## config.mk

```make
export PLATFORM = sky130hd
export DESIGN_NAME = mlp_host_sequencer
export DESIGN_NICKNAME = d
export VERILOG_FILES = /design/src/rtl/mlp_pkg.sv /design/src/rtl/mlp_bus_writer.sv /design/src/rtl/mlp_host_sequencer.sv
export SDC_FILE = /design/constraint.sdc
export NUM_CORES = 1
export LEC_CHECK = 0
export BUFFER_PORTS_ARGS = -buffer_cell sky130_fd_sc_hd__buf_2
export CELL_PAD_IN_SITES_DETAIL_PLACEMENT = 1
export CELL_PAD_IN_SITES_GLOBAL_PLACEMENT = 1
export CORE_AREA = 2 2 108 110
export CTS_CLUSTER_DIAMETER = 60
export DETAILED_ROUTE_END_ITERATION = 10
export DIE_AREA = 0 0 110 112
export PLACE_DENSITY = 0.91
export SLEW_MARGIN = 5
export SYNTH_ARGS = -nofsm -noshare
export SYNTH_HDL_FRONTEND = slang
export SYNTH_SLANG_ARGS = --single-unit
```

## constraint.sdc

```tcl
create_clock -name clk -period 4.8 [get_ports clk]
set_input_delay 0.48 -clock clk [delete_from_list [all_inputs] [get_ports clk]]
set_output_delay 0.48 -clock clk [all_outputs]
set_load 0.02 [all_outputs]
```

## src/rtl/mlp_pkg.sv

```systemverilog
// Shared register map, CTRL bit positions and sequencer states for the mlp host side.
package mlp_pkg;

    localparam logic [1:0] REG_CTRL   = 2'd0;
    localparam logic [1:0] REG_INPUT  = 2'd1;
    localparam logic [1:0] REG_WEIGHT = 2'd2;
    localparam logic [1:0] REG_OUTPUT = 2'd3;

    localparam int CTRL_RUN_BIT       = 0;
    localparam int CTRL_DONE_BIT      = 1;
    localparam int CTRL_LAYER_SEL_BIT = 3;

    typedef enum logic [3:0] {
        S_IDLE, S_CLR, S_LD_IN, S_LD_HID, S_SEL_OUT, S_LD_OUT,
        S_RUN, S_POLL, S_RD, S_DONE, S_ERR
    } seq_state_t;

endpackage

```

## src/rtl/mlp_bus_writer.sv

```systemverilog
// Two-cycle register write engine: one strobe cycle, one gap cycle per accepted request.
module mlp_bus_writer #(
    parameter int WGT_WIDTH = 16
) (
    input  logic                 clk,
    input  logic                 rst,
    input  logic                 req,
    input  logic [1:0]           req_addr,
    input  logic [31:0]          req_data,
    input  logic                 req_rom,
    input  logic [WGT_WIDTH-1:0] rom_data,
    output logic                 ack,
    output logic                 write_en,
    output logic [1:0]           addr,
    output logic [31:0]          writedata
);

    logic [31:0] data_q;
    logic        rom_q;

    // A request is taken in any cycle that is not a strobe cycle, so back-to-back
    // requests land on a strict strobe/gap rhythm.
    assign ack = req && !write_en;

    always_ff @(posedge clk or posedge rst) begin
        if (rst) begin
            write_en <= 1'b0;
            addr     <= 2'd0;
            data_q   <= 32'd0;
            rom_q    <= 1'b0;
        end else begin
            write_en <= ack;
            if (ack) begin
                addr   <= req_addr;
                data_q <= req_data;
                rom_q  <= req_rom;
            end
        end
    end

    // Weight words arrive from the synchronous ROM during the strobe cycle itself.
    assign writedata = rom_q ? 32'($signed(rom_data)) : data_q;

endmodule

```

## src/rtl/mlp_host_sequencer.sv

```systemverilog
// Standalone host controller: loads inputs and weights into the mlp, runs it, polls DONE, reads the result.
module mlp_host_sequencer
    import mlp_pkg::*;
#(
    parameter int N_INPUTS     = 2,
    parameter int N_HIDDEN     = 4,
    parameter int N_OUTPUT     = 1,
    parameter int IN_WIDTH     = 16,
    parameter int WGT_WIDTH    = 16,
    parameter int OUT_WIDTH    = 16,
    parameter int POLL_TIMEOUT = 1024,
    parameter int ROM_AW       = $clog2(N_HIDDEN*(N_INPUTS+1)+N_OUTPUT*(N_HIDDEN+1))
) (
    input  logic                         clk,
    input  logic                         rst,
    input  logic                         start,
    input  logic [N_INPUTS*IN_WIDTH-1:0] in_vec,
    output logic [ROM_AW-1:0]            rom_addr,
    input  logic [WGT_WIDTH-1:0]         rom_data,
    output logic                         write_en,
    output logic [1:0]                   addr,
    output logic [31:0]                  writedata,
    input  logic [31:0]                  readdata,
    output logic                         busy,
    output logic [OUT_WIDTH-1:0]         result,
    output logic                         result_valid,
    output logic                         timeout_err
);

    localparam int N_HID_W = N_HIDDEN*(N_INPUTS+1);
    localparam int N_OUT_W = N_HIDDEN+1;
    localparam int WC_MAX0 = (N_INPUTS > N_HID_W) ? N_INPUTS : N_HID_W;
    localparam int WC_MAX  = (WC_MAX0 > 3) ? WC_MAX0 : 3;
    localparam int WC_W    = $clog2(WC_MAX+1);
    localparam int PC_W    = $clog2(POLL_TIMEOUT+1);

    if (N_OUTPUT != 1) begin : g_chk_out
        $error("mlp_host_sequencer: read phase supports N_OUTPUT == 1 only");
    end

    seq_state_t                   state, state_nx;
    logic [WC_W-1:0]              wcnt;
    logic [PC_W-1:0]              pcnt;
    logic [N_INPUTS*IN_WIDTH-1:0] in_lat;
    logic                         req, req_rom, ack, accept;
    logic [1:0]                   req_addr;
    logic [31:0]                  req_data;
    logic                         unused_readdata;

    assign unused_readdata = &{1'b0, readdata};
    assign accept = (state == S_IDLE) && start;

    mlp_bus_writer #(.WGT_WIDTH(WGT_WIDTH)) u_wr (
        .clk      (clk),
        .rst      (rst),
        .req      (req),
        .req_addr (req_addr),
        .req_data (req_data),
        .req_rom  (req_rom),
        .rom_data (rom_data),
        .ack      (ack),
        .write_en (write_en),
        .addr     (addr),
        .writedata(writedata)
    );

    always_ff @(posedge clk or posedge rst) begin
        if (rst) state <= S_IDLE;
        else     state <= state_nx;
    end

    always_comb begin
        state_nx = state;
        req      = 1'b0;
        req_rom  = 1'b0;
        req_addr = REG_CTRL;
        req_data = 32'd0;
        case (state)
            S_IDLE:    if (start) state_nx = S_CLR;
            S_CLR: begin
                req = 1'b1;
                if (ack) state_nx = S_LD_IN;
            end
            S_LD_IN: begin
                req      = 1'b1;
                req_addr = REG_INPUT;
                req_data = 32'($signed(in_lat[int'(wcnt)*IN_WIDTH +: IN_WIDTH]));
                if (ack && wcnt == WC_W'(N_INPUTS-1)) state_nx = S_LD_HID;
            end
            S_LD_HID: begin
                req      = 1'b1;
                req_rom  = 1'b1;
                req_addr = REG_WEIGHT;
                if (ack && wcnt == WC_W'(N_HID_W-1)) state_nx = S_SEL_OUT;
            end
            S_SEL_OUT: begin
                req      = 1'b1;
                req_data = 32'd1 << CTRL_LAYER_SEL_BIT;
                if (ack) state_nx = S_LD_OUT;
            end
            S_LD_OUT: begin
                req      = 1'b1;
                req_rom  = 1'b1;
                req_addr = REG_WEIGHT;
                if (ack && wcnt == WC_W'(N_OUT_W-1)) state_nx = S_RUN;
            end
            S_RUN: begin
                req      = 1'b1;
                req_data = 32'd1 << CTRL_RUN_BIT;
                if (ack) state_nx = S_POLL;
            end
            S_POLL: begin
                // First POLL cycle is the RUN strobe itself, so readdata is stale there.
                if (pcnt != '0 && readdata[CTRL_DONE_BIT]) state_nx = S_RD;
                else if (pcnt == PC_W'(POLL_TIMEOUT))     state_nx = S_ERR;
            end
            S_RD: begin
                req      = (wcnt == '0);
                req_addr = REG_OUTPUT;
                if (wcnt == WC_W'(2)) state_nx = S_DONE;
            end
            S_DONE:  state_nx = S_IDLE;
            S_ERR:   state_nx = S_IDLE;
            default: state_nx = S_IDLE;
        endcase
    end

    always_ff @(posedge clk or posedge rst) begin
        if (rst) begin
            wcnt         <= '0;
            pcnt         <= '0;
            in_lat       <= '0;
            rom_addr     <= '0;
            busy         <= 1'b0;
            result       <= '0;
            result_valid <= 1'b0;
            timeout_err  <= 1'b0;
        end else begin
            result_valid <= 1'b0;
            // RD reuses the word counter to time the read strobe -> registered readdata.
            if (state_nx != state)                       wcnt <= '0;
            else if (ack || (state == S_RD && wcnt != '0)) wcnt <= wcnt + WC_W'(1);
            pcnt <= (state == S_POLL) ? pcnt + PC_W'(1) : '0;
            if (accept) begin
                in_lat      <= in_vec;
                rom_addr    <= '0;
                busy        <= 1'b1;
                timeout_err <= 1'b0;
            end else if (ack && req_rom) begin
                rom_addr <= rom_addr + ROM_AW'(1);
            end
            if (state == S_DONE || state == S_ERR) busy <= 1'b0;
            if (state == S_POLL && state_nx == S_ERR) timeout_err <= 1'b1;
            if (state == S_RD && wcnt == WC_W'(2)) begin
                result       <= readdata[OUT_WIDTH-1:0];
                result_valid <= 1'b1;
            end
        end
    end

endmodule

```

Word level (Yosys, flattened, before mapping)
Index checks and enable logic that the tools add are counted.
{"block": "classes", "add_sub_neg": 3, "n_eq_ne": 17, "n_shift": 1, "n_mux": 26, "reduce_logical": 23}
{"cell": "32-bit case mux with 3 select lines", "n": 1}
{"cell": "4-bit 2-to-1 mux", "n": 12}
{"cell": "4-bit case mux with 9 select lines", "n": 1}
{"cell": "32-bit 2-to-1 mux", "n": 1}
{"cell": "32-bit by 9-bit indexed part select with 16-bit output", "n": 1}
{"cell": "4-bit by 3-bit equality test with 1-bit output (second input constant)", "n": 5}
{"cell": "4-bit equality test (second input constant)", "n": 5}
{"cell": "4-bit by 2-bit equality test with 1-bit output (second input constant)", "n": 3}
{"cell": "11-bit by 1-bit adder with 11-bit output (second input constant)", "n": 1}
{"cell": "11-bit equality test (second input constant)", "n": 1}
{"cell": "11-bit 2-to-1 mux", "n": 1}
{"cell": "11-bit nonzero test", "n": 1}
{"cell": "1-bit logical AND", "n": 10}
{"cell": "5-bit 2-to-1 mux", "n": 2}
{"cell": "4-bit by 1-bit equality test with 1-bit output (second input constant)", "n": 2}
{"cell": "4-bit zero test", "n": 2}
{"cell": "2-bit nonzero test", "n": 4}
{"cell": "1-bit 2-to-1 mux", "n": 6}
{"cell": "2-bit case mux with 3 select lines", "n": 1}
{"cell": "6-bit OR reduction", "n": 1}
{"cell": "5-bit by 1-bit adder with 5-bit output (second input constant)", "n": 1}
{"cell": "4-bit by 1-bit adder with 4-bit output (second input constant)", "n": 1}
{"cell": "4-bit inequality test", "n": 1}
{"cell": "4-bit nonzero test", "n": 1}
{"cell": "4 further kinds", "n": 5}
{"block": "totals", "reg_bits": 111, "out_inout_bits": 59, "word_cells": 83}

Depth between registers and ports, before layout
{"block": "depth", "word_depth": 10, "depth_mapped": 10}

Cells and area by module
A second synthesis with hierarchy kept.
{"block": "unflattened", "cells_unflattened": 483, "area_unflattened_um2": 5500.3}
{"mod": "mlp_host_sequencer", "n_inst": 1, "cells_per_inst": 351, "area_per_inst_um2": 3652.3}
{"mod": "mlp_bus_writer", "n_inst": 1, "cells_per_inst": 132, "area_per_inst_um2": 1848.0}

Worst setup path before layout
Ideal clock, no wire load.
{"block": "synth_path", "path_type": "register to register", "from": "reg wcnt[0]", "to": "reg u_wr.data_q[10]", "setup_time_ns": 0.125, "arrival_time_ns": 2.457, "setup_slack_ns": 2.218, "path_stages_with_launch": 10, "period_less_slack_ns": 2.582, "path_cell_list": "dfrtp_1 -> clkbuf_1 -> buf_1 -> inv_1 -> ha_1 -> nor3b_1 -> nand2_1 -> a21oi_1 -> buf_2 -> mux2_2"}
{"block": "synth_between", "elab_chain_len": 3, "elab_cells_between_ends": 5, "cone_classes": "shift (1); mux (2); reduce/logical (2)"}
{"item": "start, declared", "line": "mlp_host_sequencer.sv:42", "text": "logic [WC_W-1:0] wcnt;"}
{"item": "start signal, assigned", "line": "mlp_host_sequencer.sv:142", "text": "else if (ack || (state == S_RD && wcnt != '0)) wcnt <= wcnt + WC_W'(1);"}
{"item": "parallel branches: the longest is 3 deep, another holds 32-bit by 9-bit indexed part select with 16-bit output"}
{"item": "end signal, assigned", "line": "mlp_bus_writer.sv:35", "text": "data_q <= req_data;"}
{"item": "end, declared", "line": "mlp_bus_writer.sv:18", "text": "logic [31:0] data_q;"}
Several ways; the timed one is not identified.
A chain may end at the register's enable or synchronous reset.

Worst setup path after layout
{"block": "layout_path", "from": "reg state[1]", "to": "reg u_wr.data_q[4]"}
{"block": "layout_between", "elab_chain_len": 4, "elab_cells_between_ends": 11, "cone_classes": "eq/ne (7); mux (2); reduce/logical (2)"}
{"item": "start, declared", "line": "mlp_host_sequencer.sv:41", "text": "seq_state_t state, state_nx;"}
{"item": "start signal, assigned", "line": "mlp_host_sequencer.sv:69", "text": "else state <= state_nx;"}
{"item": "4-bit by 3-bit equality test with 1-bit output (tied with other cells)", "line": "mlp_host_sequencer.sv:78", "text": "case (state)"}
{"item": "6-bit OR reduction (no line)"}
{"item": "1-bit case mux with 2 select lines", "line": "mlp_host_sequencer.sv:78"}
{"item": "1-bit logical AND", "line": "mlp_bus_writer.sv:23", "text": "assign ack = req && !write_en;"}
Parallel ways exist; a longest one is shown, timed or not.

==> results.md <==
- Critical path's top delay family: flip-flops
- Critical path arrival: 3100 ps
- Met2 Usage GRT: 0.359
- Post-CTS Repair Setup Buffers: 0
- Worst R2R Setup Slack: around 1900 ps
- Yosys reg bits: 95
- Worst r2r dst: u_wr.data_q[4]
- Startpoint Class: flop
- Maximum VDD drop: about 0.00034 V
- # diodes: 0
- Seq/Total Area, Yosys: 0.507
- Logic pwr share: 0.410
- RR Startpoint: state[1]
- Pre-Repair DR Iteration Count: 4
- Fillers: 1,274
- Worst-case clock buffer depth: 2
- R2R depth: 5
- Ratio of cells with drive above 1 in the final layout: 0.402
- Outcome: completed
- Synthesized area: 4690 um^2
- Grt met3 use: 0.0603
- Die Height: roughly 110 um
- Cts bufs inserted: 9
- Critical Path RT: around 5000 ps
- Post-CTS Hold Buffers: 0
- Clock latency on the worst-skew pair: roughly 350 ps
- Area grow syn2layout: 19.7%
- Internal power: 2.10 mW
- CTS tree: yes
- Buffers on Ports: 125
- CTS Sinks: 95
- Crit-path max FO: 19
- Reg clk slew, reported paths: approximately 70 ps
- Total grt overflow: 0
- Clk_skew: 8.88 ps
- Final std cells w/o fill: around 680
- Setup-failing EPs final: 0
- Number of global-route vias before repair: between 3,000 and 4,000
- Largest net degree at the start of global routing: 53
- Ys async rst share: 1.00
- # resized after CTS: 0
- Leakage: 2.67 nW
- Final hold vios: 0
- Ranking of synthesized cells by area: dfrtp_1 51%, mux2_2 15%, nand2_1 4.4%
- Count of cell types in the netlist: 42
- Global-route wire length before repair: around 19,000 um
- PD cells: ~600 nW/um^2
- Wire per inst: 17.5 um
- Largest area contributor in the netlist: dfrtp_1
- Sequential Power Share: 0.380
- Initial Util: 0.420
- GP Congestion: 0.849
- Initial antenna violation count: 0
- Die ar.: 12,300 um^2
- Worst-path cell chain: nor3_1, or3_1, a21oi_2, buf_4, mux2_2
- Final slew viol count: 0
- Post-synth top cells: 95 x dfrtp_1, 64 x mux2_2, 55 x nand2_1
- Setup TNS: 0 ps
- Tcrit/Tclk final: 0.598
- Worst Setup Path Type: flop to flop
- Core ar.: 11,200 um^2
- CP endpoint kind: flop
- Critical-path top delay cell: dfrtp_1
- WL final: 11,900 um
- Buf/Inv on CP: 1
- Gr usage total: 0.202
- Slew at the pin closest to its max-slew limit: 1050 ps
- Switching power of the nets: 1.32 mW
- Sw Share: 0.386
- Syn_nets: 519
- Final net count: 620
- H-tree depth: 3
- Row cnt: 39
- RSZ-0062 raised after global routing: no
- Average size of a mapped cell: 10.9 um^2
- CP peak stage delay: 760 ps
- Fmax: 348 MHz
- GR Util met1: 0.228
- DRC: 0
- Top Ports: about 140
- Final min period: approximately 2900 ps
- Synth Instances: 429
- Grt peak-use layer: met2
- Die width: 110 um
- Final ANT Viol Nets: 0
- Post-Place Cells: 662
- Via/cell ratio: 5.32
- Post-synth EDFFs: 0
- Clock power frac: 0.210
- Iteration-0 DRC count of the detailed router: 161
- Post-DP HPWL: 8380 um
- Rel. slew slack: 0.293
- YS warnings: 0
- # Max-Cap Violations: 0
- Cell with the most instances after synthesis: dfrtp_1
- Top_reg_cell synth: dfrtp_1
- Hold Crit Class: input pin to async pin
- CTS Root Cell: clkbuf_16
- Area fraction of the dominant cell type after synthesis: 0.507
- Vias: 3,609
-- power groups by stage --
stage	Combinational, mW	Clock [mW]	Sequential (mW)
4_1_cts	1.42	0.734	1.30
6_report	1.40	0.718	1.30
5_1_grt	1.54	0.773	1.34
2_1_floorplan	1.16	0	1.20
3_5_place_dp	1.40	0	1.31
3_3_place_gp	1.32	0	1.27
-- flip-flops by register name (all words and copies together), names as in the netlist --
name / flops
rom_addr: 5
u_wr.rom_q: 1
state: 4
result: 16
u_wr.write_en: 1
u_wr.data_q: 16
pcnt: 11
timeout_err: 1
u_wr.addr: 2
in_lat: 32
result_valid: 1
wcnt: 4
busy: 1
-- worst max path at each step --
stage             start             end  slack (ps)  cells after the start
3_3_place_gp   state[1]  u_wr.data_q[6]        2090                      5
2_1_floorplan       rst            busy        1840                      1
6_report       state[1]  u_wr.data_q[4]        1930                      5
5_1_grt        state[1]  u_wr.data_q[6]        1760                      5
4_1_cts        state[1]  u_wr.data_q[4]        1930                      5
3_5_place_dp   state[1]  u_wr.data_q[4]        2040                      5
-- stage by stage --
| stage | worst slack (ps) | util | cell area (um^2) | hold WS [ps] | total power [mW] |
|---|---|---|---|---|---|
| after CTS | 1930 | 0.502 | 5610 | 274 | 3.45 |
| after global routing | 1760 | 0.502 | 5610 | 302 | 3.65 |
| after detailed placement | 2040 | 0.476 | 5320 | 467 | 2.70 |
| after floorplan | 1840 | - | 4690 | 454 | 2.36 |
| final | 1930 | 0.502 | 5610 | 244 | 3.42 |
| after global placement | 2090 | 0.476 | 5320 | 454 | 2.59 |
-- cells by family (layout without fill, tap and decap cells) --
family	after synthesis	after routing	synth area share
adders and majority gates	7	7	0.0187
xor gates and xnor gates	17	17	0.0317
DFF	95	95	0.507
buffers and inverters	52	158	0.0571
AOI/OAI and AO/OA	27	27	0.0379
muxes	84	84	0.197
and+or+nand+nor	147	147	0.150
-- cell type report --
type                            count  area [um^2]  share of cell area
Inverter                           13         50.0             0.00891
Tap cell                          143          179              0.0319
Timing Repair Buffer              129          656               0.117
Clock inverter                      5         56.3              0.0100
Multi-Input combinational cell    282         2050               0.366
Sequential cell                    95         2380               0.423
Clock buffer                       11          243              0.0432
-- layer usage --
layer	routed length, um	share of wire
met5	0	0
met4	292	0.025
met3	766	0.065
met2	6220	0.52
met1	4590	0.39
-- cells in the final DEF (no fill, tap or decap), drive strengths merged, types with 7 or more instances in the layout --
cell    count
dfrtp      95
nor4        7
mux2       65
nor3        8
o21ai       8
nand2      55
clkbuf     11
mux2i      19
ha          7
inv        13
nand3       8
nand4       7
a21oi       7
xor2       10
nor2       43
buf       129
xnor2       7
No activity file was read; power rests on OpenSTA's default activity.
